$ cat src/rtl/div_pkg.sv
// Shared widths, step-count constant and magnitude helper for the divider.
package div_pkg;

  localparam int unsigned DIV_W     = 32;
  localparam int unsigned CNT_W     = 6;
  localparam int unsigned LAST_STEP = 32;

  // Two's-complement magnitude; 0x80000000 maps to itself (read as unsigned).
  function automatic logic [DIV_W-1:0] mag(input logic [DIV_W-1:0] x);
    return x[DIV_W-1] ? DIV_W'(~x + DIV_W'(1)) : x;
  endfunction

endpackage

$ cat src/rtl/div_step.sv
// Combinational single restoring-division step.
// Ports:
//   r_i, q_i, d_i : current remainder, quotient/dividend shift reg, divisor magnitude
//   r_o, q_o      : remainder and quotient after one step
module div_step
  import div_pkg::*;
(
  input  logic [DIV_W-1:0] r_i,
  input  logic [DIV_W-1:0] q_i,
  input  logic [DIV_W-1:0] d_i,
  output logic [DIV_W-1:0] r_o,
  output logic [DIV_W-1:0] q_o
);

  // Trial value is carried at DIV_W+1 bits so no remainder bit is dropped.
  logic [DIV_W:0] trial;
  logic           ge;

  always_comb begin
    trial = {r_i, q_i[DIV_W-1]};
    ge    = (trial >= {1'b0, d_i});
    r_o   = ge ? DIV_W'(trial - {1'b0, d_i}) : trial[DIV_W-1:0];
    q_o   = {q_i[DIV_W-2:0], ge};
  end

endmodule

$ cat src/rtl/div.sv
// Free-running multicycle 32-bit signed divider (quotient truncates toward zero).
// Samples operands when idle, runs 32 restoring steps, then pulses data_resultRDY
// for one cycle with the registered quotient and divide-by-zero flag.
// Ports:
//   data_operandA / data_operandB : signed dividend / divisor
//   clock, reset                  : rising-edge clock, async active-high reset
//   data_result                   : last completed quotient (registered)
//   data_exception                : last completed op divided by zero (registered)
//   data_resultRDY                : one-cycle pulse on each new result
module div
  import div_pkg::*;
(
  input  logic [DIV_W-1:0] data_operandA,
  input  logic [DIV_W-1:0] data_operandB,
  input  logic             clock,
  output logic [DIV_W-1:0] data_result,
  output logic             data_exception,
  output logic             data_resultRDY,
  input  logic             reset
);

  logic [CNT_W-1:0] cnt_q, cnt_d;
  logic [DIV_W-1:0] r_q, r_d;
  logic [DIV_W-1:0] q_q, q_d;
  logic [DIV_W-1:0] d_q, d_d;
  logic             neg_q, neg_d;
  logic             dz_q, dz_d;
  logic [DIV_W-1:0] result_q, result_d;
  logic             exc_q, exc_d;
  logic             rdy_q, rdy_d;

  logic [DIV_W-1:0] r_step;
  logic [DIV_W-1:0] q_step;

  div_step u_step (
    .r_i (r_q),
    .q_i (q_q),
    .d_i (d_q),
    .r_o (r_step),
    .q_o (q_step)
  );

  // State register
  always_ff @(posedge clock or posedge reset) begin
    if (reset) begin
      cnt_q    <= '0;
      r_q      <= '0;
      q_q      <= '0;
      d_q      <= '0;
      neg_q    <= 1'b0;
      dz_q     <= 1'b0;
      result_q <= '0;
      exc_q    <= 1'b0;
      rdy_q    <= 1'b0;
    end else begin
      cnt_q    <= cnt_d;
      r_q      <= r_d;
      q_q      <= q_d;
      d_q      <= d_d;
      neg_q    <= neg_d;
      dz_q     <= dz_d;
      result_q <= result_d;
      exc_q    <= exc_d;
      rdy_q    <= rdy_d;
    end
  end

  // Load / step / finish sequencing; cnt == 0 is the load slot
  always_comb begin
    cnt_d    = cnt_q;
    r_d      = r_q;
    q_d      = q_q;
    d_d      = d_q;
    neg_d    = neg_q;
    dz_d     = dz_q;
    result_d = result_q;
    exc_d    = exc_q;
    rdy_d    = 1'b0;

    if (cnt_q == '0) begin
      q_d   = mag(data_operandA);
      d_d   = mag(data_operandB);
      r_d   = '0;
      neg_d = data_operandA[DIV_W-1] ^ data_operandB[DIV_W-1];
      dz_d  = (data_operandB == '0);
      cnt_d = CNT_W'(1);
    end else begin
      r_d   = r_step;
      q_d   = q_step;
      cnt_d = CNT_W'(cnt_q + CNT_W'(1));
      if (cnt_q == CNT_W'(LAST_STEP)) begin
        // Sign fixup on the post-step quotient; -2^31 / -1 wraps naturally.
        if (dz_q)       result_d = '0;
        else if (neg_q) result_d = DIV_W'(DIV_W'(0) - q_step);
        else            result_d = q_step;
        exc_d = dz_q;
        rdy_d = 1'b1;
        cnt_d = '0;
      end
    end
  end

  assign data_result    = result_q;
  assign data_exception = exc_q;
  assign data_resultRDY = rdy_q;

endmodule

$ cat config.mk
export PLATFORM = sky130hd
export DESIGN_NAME = div
export DESIGN_NICKNAME = d
export VERILOG_FILES = /design/src/rtl/div_pkg.sv /design/src/rtl/div_step.sv /design/src/rtl/div.sv
export SDC_FILE = /design/constraint.sdc
export NUM_CORES = 1
export LEC_CHECK = 0
export ABC_AREA = 0
export BUFFER_PORTS_ARGS = -buffer_cell sky130_fd_sc_hd__clkbuf_2
export CORE_MARGIN = 5
export CORE_UTILIZATION = 35
export CTS_BUF_LIST = sky130_fd_sc_hd__clkbuf_8
export DETAILED_ROUTE_END_ITERATION = 7
export HOLD_SLACK_MARGIN = 0.03
export PLACE_DENSITY = 0.56
export SYNTH_ARGS = -nofsm -noshare
export SYNTH_HDL_FRONTEND = slang
export SYNTH_SLANG_ARGS = --single-unit
$ cat constraint.sdc
create_clock -name clock -period 4 [get_ports clock]
set_input_delay 0.4 -clock clock [delete_from_list [all_inputs] [get_ports clock]]
set_output_delay 0.4 -clock clock [all_outputs]
set_load 0.05 [all_outputs]
# Word level (Yosys, flattened, before mapping)
# Index checks and enable logic that the tools add are counted.
# W data, S select, Z words.
[op_classes]
n_addsub = 5
order_cmp = 1
eq_ne = 1
muxes = 11
bitwise_logic = 4
reduce_logical = 3
[ops]
columns = ["op", "n"]
rows = [
  ["$mux W32", 7],
  ["$add A32 B1 Y32 const B", 2],
  ["$not A32 Y32", 2],
  ["$ge A33 B32 Y1", 1],
  ["$logic_not A32 Y1", 1],
  ["$sub A1 B32 Y32 const A", 1],
  ["$sub A32 B32 Y32", 1],
  ["$mux W6", 2],
  ["$add A6 B1 Y6 const B", 1],
  ["$eq A6 B6 Y1 const B", 1],
  ["$logic_not A6 Y1", 1],
  ["$mux W1", 2],
  ["$reduce_and A2 Y1", 1],
  ["$not A1 Y1", 1],
  ["$xor A1 B1 Y1", 1],
]
[word_totals]
regBits = 138
output_inout_bits = 34
elab_cells = 34

# Longest topological paths before layout
[logic_depth]
depth_word = 4
depth_mapped = 22

# Cells and area by module
# Synthesis repeated with hierarchy kept, for this count alone.
[unflattened]
cells_unflattened = 1065
area_unflattened_um2 = 9421.5
[modules_own_cells]
columns = ["module", "n_inst", "cells_each", "area_each_um2", "seq_area_each_um2"]
rows = [
  ["div", 1, 710, 6850.3, 3453.3],
  ["div_step", 1, 355, 2571.2, 0.0],
]

# Worst setup path after synthesis
# Ideal clock, no wire load.
[synth_path]
path_kind = "reg2reg"
start = "reg r_q[7]"
end = "reg result_q[28], in the netlist data_result[28]"
arrival_time_ns = 4.188
required_time_ns = 3.879
slack_ns = -0.309
path_stages_with_launch = 22
path_buffers = 4
path_cell_list = "dfrtp_1 ha_1 buf_2 a21oi_2 o21a_1 o21bai_1 a21oi_2 a41oi_2 a31o_2 a31o_1 buf_4 buf_6 inv_2 buf_2 ha_1 nand2_1 or3_1 nand2b_1 or2_1 o31ai_1 xnor2_1 a22o_1"
[synth_between]
elab_chain_cells = 4
[synth_lines]
columns = ["item", "line", "rtl"]
rows = [
  ["start: declaration", "div.sv:23", "logic [DIV_W-1:0] r_q, r_d;"],
  ["start signal: assignment", "div.sv:57", "r_q <= r_d;"],
  ["$ge A33 B32 Y1", "div_step.sv:21", "ge = (trial >= {1'b0, d_i});"],
  ["$sub A1 B32 Y32", "div.sv:94", "else if (neg_q) result_d = DIV_W'(DIV_W'(0) - q_step);"],
  ["$mux W32", "div.sv:94", ""],
  ["$mux W32", "div.sv:93", "if (dz_q) result_d = '0;"],
  ["end signal: assignment", "div.sv:62", "result_q <= result_d;"],
  ["end: declaration", "div.sv:28", "logic [DIV_W-1:0] result_q, result_d;"],
]
# Every way passes these cells.
# A chain may end at the register's enable or synchronous reset.

# Worst setup path in the final report
[layout_path]
start = "reg d_q[6]"
end = "reg result_q[28], in the netlist data_result[28]"
[layout_between]
elab_chain_cells = 4
[layout_lines]
columns = ["item", "line", "rtl"]
rows = [
  ["start: declaration", "div.sv:25", "logic [DIV_W-1:0] d_q, d_d;"],
  ["start signal: assignment", "div.sv:49", "d_q <= '0;"],
  ["start signal: assignment", "div.sv:59", "d_q <= d_d;"],
  ["$ge A33 B32 Y1", "div_step.sv:21", ""],
  ["$sub A1 B32 Y32", "div.sv:94", ""],
  ["$mux W32", "div.sv:94", ""],
  ["$mux W32", "div.sv:93", ""],
]
# Every way passes these cells.

==> results.py <==
metrics = {
    "die": {
        "fp.dieArea_mm2": 0.0283,
        "die_h_um": 168,
        "placementRows": 58,
        "initial_core_util_pct": 35.1,
        "io_pins": 100,
        "fp.dieW_um": 168,
        "core_area_mm2": 0.0250,
    },
    "global_route": {
        "grt_max_degree": 87,
        "grt_pass1_wl_um": 37000,
        "grt.overflow.total": 0,
        "grt_pass1_vias": 7217,
        "grt_usage_pct": 15.9,
        "antenna_found_initial": 0,
    },
    "worst_setup_path": {
        "crit_fanout": 5,
        "cp_cell_sequence": "inv_1, ha_4, a21oi_2, o21a_1, o21bai_1, a21oi_2, a41oi_2, a31o_2, a31o_4, inv_4, ha_2, nand2_1, or3_4, nand2b_4, or2_4, o31ai_2, xnor2_1, a22o_1",
        "critPathCaptureType": "register",
        "critPathKind": "reg2reg",
        "critPathBufInv": 2,
        "worst_path_max_delay_cell": "dfrtp_1",
        "startpoint_type": "register",
        "crit_top_cell": "a21oi_2",
        "required_ns": 4.35,
        "path_delay_family": "compound AO/OA/AOI/OAI gates",
        "arrival_ns": 4.15,
        "max_stage_delay_ns": 0.38,
    },
    "power_and_ir_drop": {
        "leakage_nw": 4.71,
        "internal_power_mw": 2.69,
        "design_power_total_mw": 4.35,
        "clkPwrFrac_pct": 26.1,
        "switchingPower_mw": 1.66,
        "power_density_mw_per_mm2": 423,
        "ir_drop_v": 0.000298,
        "pwr-share-seq_pct": 38.9,
        "comb_power_share_pct": 35.1,
        "switching_share_pct": 38.2,
    },
    "synth": {
        "synthFlopType": "dfrtp_1",
        "synth_common_cells": "nand2_1, dfrtp_1, o21ai_0",
        "syn_inst": 986,
        "async_flop_share_pct": 100,
        "syn_area_mm2": 0.00877,
        "synth_area_leader_cell": "dfrtp_1",
        "synth_top_area_share_pct": 39.4,
        "ys_warn_count": 0,
        "syn_avg_cell_area_um2": 8.90,
        "synth_nets": 1090,
        "synth_cell_types": 63,
        "yosysMostFrequentCell": "nand2_1",
        "synth_seq_area_share_pct": 39.4,
        "synth_enable_flop_cells": 0,
        "ys_top_cells_by_area": "dfrtp_1, nand2_1, xor2_1, ha_1, xnor2_1",
        "synth_seq_cells": 138,
    },
    "cells_and_area": {
        "diodes": 0,
        "n_fill_cell": 2531,
        "drive_gt1_share_pct": 20.3,
        "layout.nets": 1186,
        "synthToLayoutAreaGrowth_pct": 17.3,
        "postLayoutCoreUtil_pct": 41.2,
        "final_area_mm2": 0.0103,
        "finalNonFillerCells": 1425,
    },
    "timing": {
        "whs_ns": 0.232,
        "timing.final.crit_period_ns": 3.80,
        "tightest_slew_ns": 0.830,
        "setup_viol": 0,
        "fmax_mhz": 263,
        "maxSlewViolCount": 0,
        "relSlewSlack_pct": 44.7,
        "period_share_pct": 94.9,
        "rsz0062_at_grt": "yes",
        "hold_violations": 0,
        "finClkSkew_ns": 0.0172,
    },
    "place": {
        "place_area_mm2": 0.00967,
        "dp_cells": 1384,
        "io_buffers": 99,
        "dp_hpwl_um": 16200,
        "place_congestion": 0.838,
    },
    "clocking": {
        "clk_pin_slew_ns": 0.09,
        "clock_latency_ns": 0.46,
        "cts_root_buf": "clkbuf_8",
        "cts_made_buffers": 17,
        "clockBufferDepth": 2,
        "htree_levels": 4,
        "cts_sinks": 138,
        "cts_tree": "done",
    },
    "route": {
        "wl_per_cell_um": 15.5,
        "first_pass_iters": 5,
        "drt_iter0_markers": 321,
        "drcViolationCount": 0,
        "via_per_inst": 5.09,
        "routed_wl_um": 22100,
        "ant_nets": 0,
        "via_count": 7258,
    },
    "run": {
        "drv_cap": 0,
    },
    "status": {
        "status": "completed",
    },
    "worst_hold_path": {
        "hold_path.class": "in2reg",
    },
}
## sequential cells by signal, summed over array words and instances (netlist names)
| register | count |
|---|---|
| d_q | 32 |
| r_q | 32 |
| data_result | 32 |
| data_exception | 1 |
| q_q | 32 |
| cnt_q | 6 |
| dz_q | 1 |
| data_resultRDY | 1 |
| neg_q | 1 |
## worst reg2reg max path, cell delays in order (launching register included)
cell and delay [ns]:
dfrtp_1 0.38, inv_1 0.09, ha_4 0.21, a21oi_2 0.14
o21a_1 0.19, o21bai_1 0.10, a21oi_2 0.21, a41oi_2 0.18
a31o_2 0.31, a31o_4 0.24, inv_4 0.05, ha_2 0.16
nand2_1 0.07, or3_4 0.38, nand2b_4 0.18, or2_4 0.29
o31ai_2 0.24, xnor2_1 0.09, a22o_1 0.19
## cell families after synthesis
group	count (synthesis)	synth area share, %
compound gates	285	21.6
xor+xnor	118	11.8
flops	138	39.4
buf+inv	97	4.55
fa+ha+maj	38	5.50
simple gates	304	16.5
mux	6	0.685
## cell type report
| type | count | area (um2) | area share (%) |
|---|---|---|---|
| Multi-Input combinational cell | 751 | 5130 | 49.9 |
| Sequential cell | 138 | 3450 | 33.6 |
| Timing Repair Buffer | 127 | 721 | 7.00 |
| Tap cell | 330 | 413 | 4.01 |
| Clock buffer | 17 | 234 | 2.27 |
| Inverter | 47 | 183 | 1.78 |
| Clock inverter | 15 | 154 | 1.50 |
## per-layer routing
layer / GRT usage (%) / vias up / wire [um]
li1: - / 3671 / -
met1: 23.6 / 3474 / 11500
met2: 24.2 / 99 / 9830
met3: 2.77 / 14 / 583
met4: 3.92 / 0 / 232
met5: 0 / - / 0
## power groups by stage
stage               clock (mW)  sequential, mW  combinational (mW)
floorplan                    0            2.00               0.781
detailed placement           0            1.72                1.46
CTS                       1.17            1.69                1.46
finish                    1.13            1.69                1.53
global route              1.23            1.72                1.68
global placement             0            1.71                1.45
## repair_timing
item / 4_1_cts / 5_1_grt
setup endpoints to repair: 0 / 4
hold buffers: 1 / 0
endpoints found under the hold margin: 25 / 0
resized for setup: 0 / 33
buffers inserted: 0 / 8
## worst paths after layout
check                           slack, ns  depth (start not counted)             start         endpoint
worst max-delay path                 0.20                         18            d_q[6]  data_result[28]
worst min-delay path                 0.23                          3  data_operandA[0]           q_q[0]
worst max register to register       0.20                         18            d_q[6]  data_result[28]
worst min register to register       0.48                          2    data_result[1]   data_result[1]
max in group asynchronous            2.59                          4             reset   data_result[3]
min in group asynchronous            0.56                          3             reset   data_exception
## layout by cell type, fill, tap and decap left out, types with 5 or more instances in the layout
cell type / count
a211oi_1: 9
a21o_1: 11
a21oi_1: 47
a21oi_2: 5
a22o_1: 26
buf_4: 26
clkbuf_2: 99
clkbuf_8: 17
clkinv_4: 6
dfrtp_1: 138
ha_1: 25
ha_4: 8
inv_1: 44
mux2i_1: 6
nand2_1: 163
nand2b_1: 8
nand3_1: 14
nand4_1: 9
nor2_1: 36
nor2b_1: 9
nor3_1: 10
nor4_1: 6
o21a_1: 7
o21ai_0: 86
o21ai_1: 14
o31ai_1: 30
o31ai_2: 6
o41ai_1: 10
o41ai_2: 5
or3_1: 6
or4_1: 13
xnor2_1: 50
xor2_1: 68
## metrics by stage
step | setup TNS (ns) | setup WS, ns
after floorplan | -0.0253 | -0.0253
after global placement | 0 | 0.137
after detailed placement | 0 | 0.0905
after CTS | 0 | 0.0821
after global routing | -0.0263 | -0.0146
final | 0 | 0.203
Power figures use the tool's default switching activity.
